<file path="src/rtl/twiddle_loader_if.sv">
// rtl/twiddle_loader_if.sv - twiddle stream and stage-RAM write bus bundle
//
// Purpose: groups the twiddle input stream (in_valid/in_data/in_ready) and the
// shared stage-RAM write port (write_en/write_addr/write_data/full_ram).
// Modports:
//   master : environment side, drives the stream and the RAM full flags
//   slave  : loader side, accepts the stream and drives the RAM write port
interface twiddle_loader_if #(
  parameter int W          = 32,
  parameter int NUM_STAGES = 3,
  parameter int AW         = 3
);
  logic                  in_valid;
  logic [W-1:0]          in_data;
  logic                  in_ready;
  logic [NUM_STAGES-1:0] full_ram;
  logic [NUM_STAGES-1:0] write_en;
  logic [AW-1:0]         write_addr;
  logic [W-1:0]          write_data;

  modport master (
    output in_valid, in_data, full_ram,
    input  in_ready, write_en, write_addr, write_data
  );

  modport slave (
    input  in_valid, in_data, full_ram,
    output in_ready, write_en, write_addr, write_data
  );
endinterface

</file>
<file path="src/rtl/twiddle_loader.sv">
// rtl/twiddle_loader.sv - distributes a twiddle stream into per-stage twiddle RAMs
//
// Purpose: accepts twiddle words in order, writes them to stage 0 address 0
// upward across NUM_STAGES RAMs, waits for every RAM to report full, then
// raises load_done.
// Optional feature macro: TWIDDLE_RANGE_CHECK_EN (sticky range_err when an
// accepted word is >= MODULUS; otherwise range_err is tied to 0).
// Ports:
//   clk, rst_n  : clock, asynchronous active-low reset
//   load_start  : one-cycle pulse, begins or restarts a load
//   bus (slave) : in_valid/in_data/in_ready stream, full_ram flags,
//                 write_en/write_addr/write_data RAM write port
//   load_done   : all stages loaded and full
//   range_err   : sticky out-of-range flag
module twiddle_loader #(
  parameter int W                    = 32,
  parameter int MODULUS              = 7681,
  parameter int NUM_STAGES           = 3,
  parameter int twiddle_buffer_depth = 8
) (
  input  logic              clk,
  input  logic              rst_n,
  input  logic              load_start,
  twiddle_loader_if.slave   bus,
  output logic              load_done,
  output logic              range_err
);

  localparam int AW = $clog2(twiddle_buffer_depth);
  localparam int SW = (NUM_STAGES > 1) ? $clog2(NUM_STAGES) : 1;
  localparam logic [AW-1:0] ADDR_LAST  = AW'(twiddle_buffer_depth - 1);
  localparam logic [SW-1:0] STAGE_LAST = SW'(NUM_STAGES - 1);

  typedef enum logic [1:0] {IDLE, LOAD, WAIT_FULL, DONE} state_t;

  state_t        state, state_nxt;
  logic [AW-1:0] addr_cnt;
  logic [SW-1:0] stage_cnt;
  logic          accept;
  logic          last_word;

  // load_start wins over a simultaneous accept: the offered word is dropped.
  assign accept    = (state == LOAD) && bus.in_ready && bus.in_valid && !load_start;
  assign last_word = (stage_cnt == STAGE_LAST) && (addr_cnt == ADDR_LAST);

  always_comb begin
    state_nxt = state;
    if (load_start) begin
      state_nxt = LOAD;
    end else begin
      case (state)
        IDLE:      state_nxt = IDLE;
        LOAD:      if (accept && last_word) state_nxt = WAIT_FULL;
        WAIT_FULL: if (&bus.full_ram) state_nxt = DONE;
        DONE:      state_nxt = DONE;
        default:   state_nxt = IDLE;
      endcase
    end
  end

  // in_ready and load_done are registered from the next state so they are
  // clean flops with no path from in_valid.
  always_ff @(posedge clk or negedge rst_n) begin
    if (!rst_n) begin
      state        <= IDLE;
      bus.in_ready <= 1'b0;
      load_done    <= 1'b0;
    end else begin
      state        <= state_nxt;
      bus.in_ready <= (state_nxt == LOAD);
      load_done    <= (state_nxt == DONE);
    end
  end

  // The stage counter only advances when the address wraps; it may run one
  // past the last stage after the final word, which is harmless because the
  // next load_start clears it.
  always_ff @(posedge clk or negedge rst_n) begin
    if (!rst_n) begin
      addr_cnt  <= '0;
      stage_cnt <= '0;
    end else if (load_start) begin
      addr_cnt  <= '0;
      stage_cnt <= '0;
    end else if (accept) begin
      addr_cnt <= addr_cnt + 1'b1;
      if (addr_cnt == ADDR_LAST) stage_cnt <= stage_cnt + 1'b1;
    end
  end

  // Address and data hold their last values between writes.
  always_ff @(posedge clk or negedge rst_n) begin
    if (!rst_n) begin
      bus.write_en   <= '0;
      bus.write_addr <= '0;
      bus.write_data <= '0;
    end else begin
      bus.write_en <= '0;
      if (accept) begin
        bus.write_en   <= NUM_STAGES'(1) << stage_cnt;
        bus.write_addr <= addr_cnt;
        bus.write_data <= bus.in_data;
      end
    end
  end

`ifdef TWIDDLE_RANGE_CHECK_EN
  always_ff @(posedge clk or negedge rst_n) begin
    if (!rst_n) begin
      range_err <= 1'b0;
    end else if (load_start) begin
      range_err <= 1'b0;
    end else if (accept && (bus.in_data >= W'(MODULUS))) begin
      range_err <= 1'b1;
    end
  end
`else
  assign range_err = 1'b0;
`endif

endmodule
</file>
<file path="src/flat_wrapper.sv">
// flat-port wrapper written by rule: the top's interface ports become plain ports
module twiddle_loader_flat 
#(
  parameter int W                    = 32,
  parameter int MODULUS              = 7681,
  parameter int NUM_STAGES           = 3,
  parameter int twiddle_buffer_depth = 8
)
  (clk, rst_n, load_start, load_done, range_err, bus_in_valid, bus_in_data, bus_full_ram, bus_in_ready, bus_write_en, bus_write_addr, bus_write_data);
  twiddle_loader_if #(.W(W), .NUM_STAGES(NUM_STAGES)) bus_i ();
  input  logic clk;
  input  logic rst_n;
  input  logic load_start;
  output logic load_done;
  output logic range_err;
  input wire logic [$bits(bus_i.in_valid)-1:0] bus_in_valid;
  input wire logic [$bits(bus_i.in_data)-1:0] bus_in_data;
  input wire logic [$bits(bus_i.full_ram)-1:0] bus_full_ram;
  output wire logic [$bits(bus_i.in_ready)-1:0] bus_in_ready;
  output wire logic [$bits(bus_i.write_en)-1:0] bus_write_en;
  output wire logic [$bits(bus_i.write_addr)-1:0] bus_write_addr;
  output wire logic [$bits(bus_i.write_data)-1:0] bus_write_data;
  assign bus_i.in_valid = bus_in_valid;
  assign bus_i.in_data = bus_in_data;
  assign bus_i.full_ram = bus_full_ram;
  assign bus_in_ready = bus_i.in_ready;
  assign bus_write_en = bus_i.write_en;
  assign bus_write_addr = bus_i.write_addr;
  assign bus_write_data = bus_i.write_data;
  twiddle_loader #(.W(W), .MODULUS(MODULUS), .NUM_STAGES(NUM_STAGES), .twiddle_buffer_depth(twiddle_buffer_depth)) u_core (.clk(clk), .rst_n(rst_n), .load_start(load_start), .bus(bus_i), .load_done(load_done), .range_err(range_err));
endmodule
</file>
<file path="config.mk">
export PLATFORM = sky130hd
export DESIGN_NAME = twiddle_loader_flat
export DESIGN_NICKNAME = d
export VERILOG_FILES = /design/src/rtl/twiddle_loader_if.sv /design/src/rtl/twiddle_loader.sv /design/src/flat_wrapper.sv
export SDC_FILE = /design/constraint.sdc
export NUM_CORES = 1
export LEC_CHECK = 0
export CORE_ASPECT_RATIO = 0.5
export CORE_MARGIN = 10
export CORE_UTILIZATION = 42
export CTS_CLUSTER_DIAMETER = 150
export DETAILED_ROUTE_END_ITERATION = 8
export GPL_TIMING_DRIVEN = 1
export MAX_ROUTING_LAYER = met4
export PLACE_DENSITY = 0.79
export SYNTH_ARGS = -nofsm -noshare
export SYNTH_HDL_FRONTEND = slang
export SYNTH_SLANG_ARGS = --single-unit
</file>
<file path="constraint.sdc">
create_clock -name clk -period 2 [get_ports clk]
set_input_delay 0.3 -clock clk [delete_from_list [all_inputs] [get_ports clk]]
set_output_delay 0.3 -clock clk [all_outputs]
set_load 0.02 [all_outputs]
</file>
### After elaboration in Yosys (flattened, before gate mapping)

Index checks and enable logic that the tools add are counted.

* ROM bits: 0
* output and inout port bits: 41
* register bits: 47
* latch bits: 0
* memory bits (writable): 0
* logic and storage cells: 39
* memories kept: 0

* magnitude comparators: 0
* add/subtract/negate cells: 2
* eq/ne operators: 7
* bitwise gates (word level): 0
* shifts and indexed selects: 1
* mux-type cells: 10
* div/mod/pow operators: 0
* $mul: 0
* reduce and logical (&&, ||, !) cells: 11

Operators by type and width (number)
* 2-bit 2-to-1 mux: 6
* 3-bit 2-to-1 mux: 3
* 2-bit == test (second input constant): 4
* 2-bit case mux with 4 select lines: 1
* 1-bit logical AND: 5
* 2-bit by 1-bit == test with 1-bit output (second input constant): 2
* 2-bit nonzero test: 2
* 3-bit by 1-bit adder with 3-bit output (second input constant): 1
* 3-bit == test (second input constant): 1
* 3-bit AND reduction: 1
* 1-bit by 2-bit left shift with 3-bit output (first input constant): 1
* 2-bit by 1-bit adder with 2-bit output (second input constant): 1
* 2-bit zero test: 1
* 2-bit AND reduction: 1
* 1-bit zero test: 1

### Depth between registers and ports, before layout

* depth in word-level cells: 9
* gate-level depth with buffers: 5
* gate-level depth less buffers: 5

### Worst setup path after synthesis

OpenSTA, ideal clock, no wires.

* path kind: register to register
* start point: reg u_core.bus.in_ready
* end point: reg u_core.state[0]
* stages on the path, launching flop included: 6
* required time: 1.874 ns
* path slack: 0.335 ns
* path buffers: 2
* arrival time: 1.539 ns
* cells stage by stage: dfrtp_1 -> nand3_1 -> or3_1 -> buf_4 -> buf_6 -> a221o_1

* cells in the longest elaborated chain, start to end: 7

Ends and longest elaborated chain
* from (decl): RTL line twiddle_loader_if.sv:28 `output in_ready, write_en, write_addr, write_data`
* from (signal assigned): RTL line twiddle_loader.sv:70 `bus.in_ready <= (state_nxt == LOAD);`
* 1-bit logical AND (3 in a row): RTL line twiddle_loader.sv:43 `assign accept = (state == LOAD) && bus.in_ready && bus.in_valid && !load_start;`
* 1-bit logical AND: RTL line twiddle_loader.sv:53 `LOAD: if (accept && last_word) state_nxt = WAIT_FULL;`
* 2-bit 2-to-1 mux: RTL line twiddle_loader.sv:53
* 2-bit case mux with 4 select lines: RTL line twiddle_loader.sv:51 `case (state)`
* 2-bit 2-to-1 mux: RTL line twiddle_loader.sv:48 `if (load_start) begin`
* named net u_core.state_nxt[0]: RTL line twiddle_loader.sv:36 `state_t state, state_nxt;`
* to (signal assigned): RTL line twiddle_loader.sv:69 `state <= state_nxt;`
* to (decl): RTL line twiddle_loader.sv:36

The timed path passes the listed nets, and every way through them passes these cells.
A chain may end at the register's enable or synchronous reset.

### Worst setup path in the final report

* start point: in bus_in_valid
* end point: reg u_core.bus.write_data[31]

* cells in the longest elaborated chain, start to end: 2

Ends and longest elaborated chain
* from (decl): RTL line flat_wrapper.sv:16 `input wire logic [$bits(bus_i.in_valid)-1:0] bus_in_valid;`
* 1-bit logical AND (2 in a row): RTL line twiddle_loader.sv:43
* to (signal assigned): RTL line twiddle_loader.sv:102 `bus.write_data <= bus.in_data;`
* to (decl): RTL line twiddle_loader_if.sv:28

No other way between the ends.

==> results.cfg <==
[logic_synthesis]
synth_compound_area_frac = 0.0382
synth_area_um2 = 1870
synth_ff_type = dfrtp_1
synth_edf_count = 0
synth_largest_area_cell = dfrtp_1
synth_seq_cells = 47
synth_cell_types = 25
yosys.area_share.xor_xnor = 0.00469
ys_seq_area_frac = 0.630
synth_mux_area_frac = 0.222
async_flop_share = 1.00
synth_fa_ha_area_frac = 0.0335
netlist.area_leader.share = 0.630
syn_inst = 127
synth-simple-area-share = 0.0335
synth_top_family_by_area = multiplexers
yosys_warnings = 0
syn_area_per_cell_um2 = 14.7
yosys-top-cells-area = dfrtp_1 63%, mux2_2 21%, ha_1 3.3%, inv_1 1.6%, nor2_1 1.4%
synth_nets = 171

[sta]
worst_slew_pin_slew_ns = 0.628
whs_ns = 0.0129
min_period_over_period = 0.813
setup_slack_ns = 0.374
final.min_clock_period_ns = 1.63
drv_slew = 0
setup-tns-final_ns = 0
timing.fmax_mhz = 615
hold_violations = 0
max_slew_margin = 0.581
setup_viol = 0
skew_ns = 0.00755
rsz0062_at_grt = false

[global_route]
grt_max_degree = 30
grt_pass1_vias = 1389
grtUsageTotal = 0.122
grt_pass1_wl_um = 7070
gr-total-overflow = 0
antenna_found_initial = 0

[floorplanning]
dieWidth_um = 114
io_pins = 80
coreArea_um2 = 4340
rows = 17
die_h_um = 67.2
dieArea_um2 = 7680
initial_core_util = 0.431

[power]
power_density_nw_per_um2 = 855
p_leak_nw = 1.24
ir_drop_v = 0.000392
switching_share = 0.259
p_clk_frac = 0.294
p_sw_mw = 0.627
sequentialPowerShare = 0.459
power.internal_mw = 1.80
p_comb_frac = 0.247

[setup_path]
slowest_delay_ns = 0.48
critPathBufInv = 2
crit_family = buffers and inverters
crit_start = bus_in_valid
worstPathMaxFanout = 21
crit_arrival_ns = 1.80
path_cells = clkdlybuf4s50_1 > nand3_1 > or3_1 > buf_4 > mux2_2
path_class = primary input to flop
crit_slowest_cell = clkdlybuf4s50_1
r2r-start = u_core.state[0]
critPathLaunchType = primary input
required_ns = 2.18
endpoint_kind = flop

[clocking]
clk_latency_ns = 0.30
cts_buffers = 5
htreeDepth = 2
root_buffer = clkbuf_8
cts_resized = 0
post_cts_buffers = 0
cts_tree = done
ctsHoldBuffers = 0
cts_max_path_buffers = 2
clock-sinks = 47
path_clk_slew_ns = 0.09

[layout]
nets = 255
nFillCells = 327
instances_no_fill = 269
insertedDiodeCount = 0
drive_above_1_share = 0.236
area_delta_synth_final_pct = 51.6
postLayoutCoreUtil = 0.653

[routing]
vias = 1273
drt-pass1-iter-count = 4
wl_per_cell_um = 16.7
vias_per_cell = 4.73
ant_nets = 0
routed_wl_um = 4480
first_iter_violations = 36
drc_errors = 0

[place]
dpl.hpwl_um = 3520
placed_cells = 261
portBuffers = 78
place_ws_ns = 0.0899
place_congestion = 0.769

[worst_hold_path]
min_path_type = primary input to asynchronous set/reset pin

[flow_run]
maxCapViolCount = 0

[status]
outcome = completed
-- cell usage in the layout (no fill, tap or decap), drive strengths merged --
cell,n
conb,1
a221o,1
mux2i,2
buf,6
and3,1
dfrtp,47
clkdlybuf4s50,77
nand2,1
xor2,1
inv,8
a21oi,1
ha,5
bufinv,1
nand3,1
nand4b,1
a21o,2
o21ba,1
o21ai,1
clkinv,1
mux2,35
nor2,7
clkbuf,6
or3,2
o211ai,1
o211a,1
o41ai,1
-- cell type report --
class | count | area (um2) | area share
Inverter | 8 | 30.0 | 0.0106
Clock buffer | 6 | 82.6 | 0.0292
Multi-Input combinational cell | 66 | 623 | 0.220
Sequential cell | 47 | 1180 | 0.415
Clock inverter | 2 | 35.0 | 0.0124
Timing Repair Buffer | 83 | 813 | 0.287
Tap cell | 57 | 71.3 | 0.0252
-- layer usage --
metal | up-vias | routed length (um) | global-route usage | part of all wire
met5 | - | 0 | - | 0
met3 | 2 | 172 | 0.0345 | 0.038
li1 | 599 | - | - | -
met1 | 647 | 1700 | 0.121 | 0.38
met2 | 25 | 2580 | 0.228 | 0.58
met4 | 0 | 34 | 0.0419 | 0.0076
-- final timing paths --
path | endpoint | slack, ns | depth (start not counted)
setup reg to reg | u_core.bus.write_data[31] | 0.39 | 4
hold / removal | u_core.addr_cnt[1] | 0.01 | 1
hold reg to reg | u_core.bus.write_data[12] | 0.51 | 1
setup / recovery | u_core.bus.write_data[31] | 0.37 | 5
min in group clk | u_core.bus.write_data[12] | 0.51 | 1
max in group asynchronous | u_core.bus.write_data[12] | 1.29 | 2
-- per-stage QoR --
step,cell area [um2],total power [mW]
after floorplan,1870,1.39
after global placement,2710,1.72
final,2830,2.42
after CTS,2830,2.46
after detailed placement,2710,1.74
after global routing,2830,2.54
-- power groups by stage --
stage	Combinational [mW]	Sequential [mW]	Clock (mW)
floorplan	0.134	1.26	0
global placement	0.599	1.12	0
global route	0.637	1.13	0.773
CTS	0.613	1.11	0.731
detailed placement	0.610	1.13	0
finish	0.599	1.11	0.712
-- state kept, by name, indices dropped and copies added, names as in the netlist --
| register | count |
|---|---|
| u_core.state | 2 |
| u_core.stage_cnt | 2 |
| u_core.bus.write_en | 3 |
| u_core.load_done | 1 |
| u_core.addr_cnt | 3 |
| u_core.bus.write_addr | 3 |
| u_core.bus.in_ready | 1 |
| u_core.bus.write_data | 32 |
-- cell usage after synthesis, drive strengths merged (2+ instances only) --
cell type,instances
dfrtp,47
mux2,35
inv,8
nor2,7
ha,5
buf,4
a21o,2
clkbuf,2
mux2i,2
or3,2
-- cells by family (layout without fill, tap and decap cells) --
family	Yosys count	in the layout
buffers and inverters	14	99
flip-flops	47	47
AND/OR/NAND/NOR	13	13
adder cells (fa/ha/maj)	5	5
AO/OA/AOI/OAI	9	9
other	1	1
multiplexers	37	37
XOR/XNOR	1	1
Note: power is estimated with default switching activity, not from simulation.
==> patch 1 (same settings) <==
Add a define of `TWIDDLE_RANGE_CHECK_EN`.
--- a/src/rtl/twiddle_loader.sv
+++ b/src/rtl/twiddle_loader.sv
@@ -13,4 +13,6 @@
 //   load_done   : all stages loaded and full
 //   range_err   : sticky out-of-range flag
+`define TWIDDLE_RANGE_CHECK_EN
+
 module twiddle_loader #(
   parameter int W                    = 32,
Behaviour: not the same (Yosys sat finds a counterexample within 4 cycles, from zero or initial values and one cycle with rst_n low).
==> patch 1 against the unedited design <==
- the flow now finishes with violations (hold timing)
- final area grew 4.4%
- critical path depth down 4
- routed wire length up 14%
- first-iteration DRC count rose to 3.1 times the old value
- fmax shrank 0.95%
- critical endpoint is now bus_in_ready
- area after synthesis increased by 7.4%
- combinational power increased by 7.3%
- count of clock-buffer cells in the layout stayed put
- largest power group unchanged
- worst setup slack lost 16 ps
- register-to-register slack improved by 90 ps
- power is 4.1% lower
- utilization is 0.31 points higher
- sequential cell count up 1
- synthesized cell count up 8.7%
==> patch 1: results <==
set metrics [dict create \
    worst_pin_slew_ps 576 \
    grt.total_usage_pct 12.5 \
    grt_pass1_wl_um 7930 \
    syn-num-nets 182 \
    via_per_inst 4.82 \
    ys_top_cells_by_count "dfrtp_1 (48), mux2_2 (35), nor4_1 (6), ha_1 (5), nand2_1 (5)" \
    drive_gt1_share_pct 23.8 \
    cts_made_buffers 5 \
    violations "hold timing" \
    gp_congestion 0.794 \
    hold_viol 23 \
    skew_ps 2.75 \
    drt-wirelength-per-cell_um 17.7 \
    nets 267 \
    switchingPower_mw 0.649 \
    io_buffers 79 \
    ys_types 27 \
    arrival_ps 1340 \
    cpPeakStageDelay_ps 640 \
    critPathMaxFanout 3 \
    fin_hold_ws_ps -6.85 \
    ir_worst_vdd_mv 0.389 \
    drtIter0Drc 113 \
    fillerInstances 344 \
    grt_pass1_vias 1524 \
    dpl.hpwl_um 4090 \
    yosysWarnings 0 \
    status "finished, violations left" \
    grt_max_degree 36 \
    yosysSeqAreaShare_pct 59.9 \
    synth.area.top_cells "dfrtp_1 (60%), mux2_2 (20%), ha_1 (3.1%)" \
]
[patch 1: layout make-up]
cell class | count | area (um^2) | share of cell area (%)
Clock buffer | 6 | 72.6 | 2.45
Clock inverter | 1 | 5.00 | 0.169
Inverter | 4 | 15.0 | 0.508
Multi-Input combinational cell | 81 | 739 | 25.0
Sequential cell | 48 | 1200 | 40.6
Tap cell | 66 | 82.6 | 2.79
Timing Repair Buffer | 83 | 841 | 28.4
[patch 1: kinds of logic (layout without fill, tap and decap cells)]
logic type	Yosys count	count (layout)	share of synthesized area (%)
AND/OR/NAND/NOR	28	28	9.61
XOR/XNOR	1	1	0.437
buffers and inverters	9	94	3.24
flip-flops	48	48	59.9
AO/OA/AOI/OAI	12	12	4.05
multiplexers	35	35	19.7
adder cells (fa/ha/maj)	5	5	3.12
[patch 1: final timing paths]
check | end | from | slack, ps | cells past startpoint
worst max-delay path | bus_in_ready | u_core.bus.in_ready | 360 | 1
worst min-delay path | u_core.bus.write_data[2] | rst_n | -7 | 1
worst max register to register | u_core.bus.write_data[15] | u_core.state[1] | 480 | 4
worst min register to register | u_core.bus.write_data[6] | u_core.bus.write_data[6] | 510 | 1
max in group asynchronous | u_core.bus.write_data[30] | rst_n | 1480 | 2
min in group clk | u_core.bus.write_data[6] | u_core.bus.write_data[6] | 510 | 1
[patch 1: power groups by stage]
stage | Combinational [mW] | Sequential, mW | Clock [mW]
after floorplan | 0.149 | 1.29 | 0
final | 0.643 | 1.14 | 0.539
after CTS | 0.657 | 1.14 | 0.557
after global placement | 0.641 | 1.16 | 0
after detailed placement | 0.654 | 1.16 | 0
after global routing | 0.682 | 1.16 | 0.591
[patch 1: per-stage QoR]
| stage | hold slack (ps) | setup slack (ps) | instances |
|---|---|---|---|
| finish | -6.85 | 358 | 289 |
| global route | 28.2 | 311 | 289 |
| detailed placement | 331 | 126 | 282 |
| floorplan | 4.41 | 551 | 138 |
| global placement | 317 | 162 | 282 |
| CTS | 7.36 | 342 | 289 |
[patch 1: per-layer routing]
layer / part of all wire (%) / wire length [um] / GRT usage [%] / up-vias
met3: 2.5 / 126 / 2.51 / 6
met5: 0 / 0 / - / -
met1: 44 / 2250 / 14.4 / 695
li1: - / - / - / 665
met2: 53 / 2690 / 22.4 / 28
met4: 1.1 / 55 / 4.13 / 0
==> patch 2 (same flow settings) <==
Made on the original files. Re-encode `state_t` (4 states) as Gray code, 2 bits wide.
--- a/src/rtl/twiddle_loader.sv
+++ b/src/rtl/twiddle_loader.sv
@@ -32,5 +32,5 @@
   localparam logic [SW-1:0] STAGE_LAST = SW'(NUM_STAGES - 1);
 
-  typedef enum logic [1:0] {IDLE, LOAD, WAIT_FULL, DONE} state_t;
+  typedef enum logic [1:0] {IDLE = 2'b00, LOAD = 2'b01, WAIT_FULL = 2'b11, DONE = 2'b10} state_t;
 
   state_t        state, state_nxt;
Behaviour: no difference found for any inputs over 10 cycles, from zero or initial values and one cycle with rst_n low; not proved beyond that.
==> patch 2 against the unedited design <==
- power fell by 1.8%
- sequential cell count is the same
- first-iteration DRC count shrank 50%
- combinational power increased by 6.0%
- area after synthesis rose by 4.2%
- final area increased by 2.1%
- non-clock buffer count unchanged
- critical path depth decreased by 4
- die area is 3.2% higher
- highest routed layer unchanged
- worst setup slack worse by 27 ps
- routed wire length up 0.51%
- clock power fell by 13%
==> patch 2: results <==
set metrics [dict create \
    dpl_cell_area_um2 2790 \
    synthAdderAreaFrac_pct 3.21 \
    drive_gt1_share_pct 21.5 \
    critical_path_class "flip-flop to primary output" \
    synth.area.top_cells "dfrtp_1 (60%), mux2_2 (11%), mux2_4 (7.7%)" \
    via_per_inst 4.65 \
    fin_crit_ps 1650 \
    synth_compound_area_share_pct 1.48 \
    dpl.hpwl_um 3580 \
    critPathMaxFanout 3 \
    cpPeakStageDelay_ps 630 \
    reg2reg_depth 5 \
    yosys-mux-area-fraction_pct 24.3 \
    ys_types 27 \
    timing.rr.start "u_core.addr_cnt[0]" \
    fin_hold_ws_ps 71.8 \
    gp_congestion 0.687 \
    syn-num-nets 168 \
    grt_pass1_vias 1367 \
    grt_max_degree 48 \
    cp-endpoint "bus_in_ready" \
    reg2reg_to "u_core.stage_cnt[0]" \
    arrival_ps 1350 \
    avgSynthCellArea_um2 15.7 \
    place_ws_ps 147 \
    synth_xor_xnor_area_share_pct 0.450 \
    drtIter0Drc 18 \
    grt.total_usage_pct 12.3 \
    slew_headroom_pct 61.7 \
    placed_cells 258 \
    nets 252 \
    grt_pass1_wl_um 7160 \
    status "completed" \
    reg2reg_setup_slack_ps 430 \
    critPathLaunch "u_core.bus.in_ready" \
    wl_um 4510 \
    ys_top_cells_by_count "dfrtp_1 (47), mux2_2 (19), mux2_4 (10), mux2_1 (7)" \
    power.leakage_nw 1.25 \
    fin_cells 266 \
    skew_ps 7.47 \
    ir_worst_vdd_mv 0.312 \
]
[patch 2: cell count changes in the layout (fill, tap and decap cells not counted), sizes merged, moves of 2 or more]
cell / change
nand2b: +2
inv: -5
or3: -2
clkbuf: +2
and2: +3
[patch 2: power breakdown]
group	switching [mW]	leakage, nW	internal (mW)
combinational	0.275	0.626	0.360
sequential	0.0604	0.571	1.06
clock	0.307	0.0515	0.316
total	0.642	1.25	1.74
[patch 2: final cells by class]
type | instances | area [um^2]
fill | 315 | 1550
sequential | 47 | 1180
timing repair buffer | 83 | 838
multi-input combinational | 68 | 694
clock buffer | 8 | 100
tap | 57 | 71.3
inverter | 3 | 11.3
[patch 2: layer usage]
| metal | track usage (%) | vias to the layer above | share of wire (%) |
|---|---|---|---|
| met5 | - | - | 0 |
| met4 | 5.11 | 0 | 1.3 |
| met3 | 3.32 | 7 | 4.5 |
| met2 | 22.8 | 25 | 58 |
| met1 | 12.3 | 614 | 37 |
| li1 | - | 590 | - |
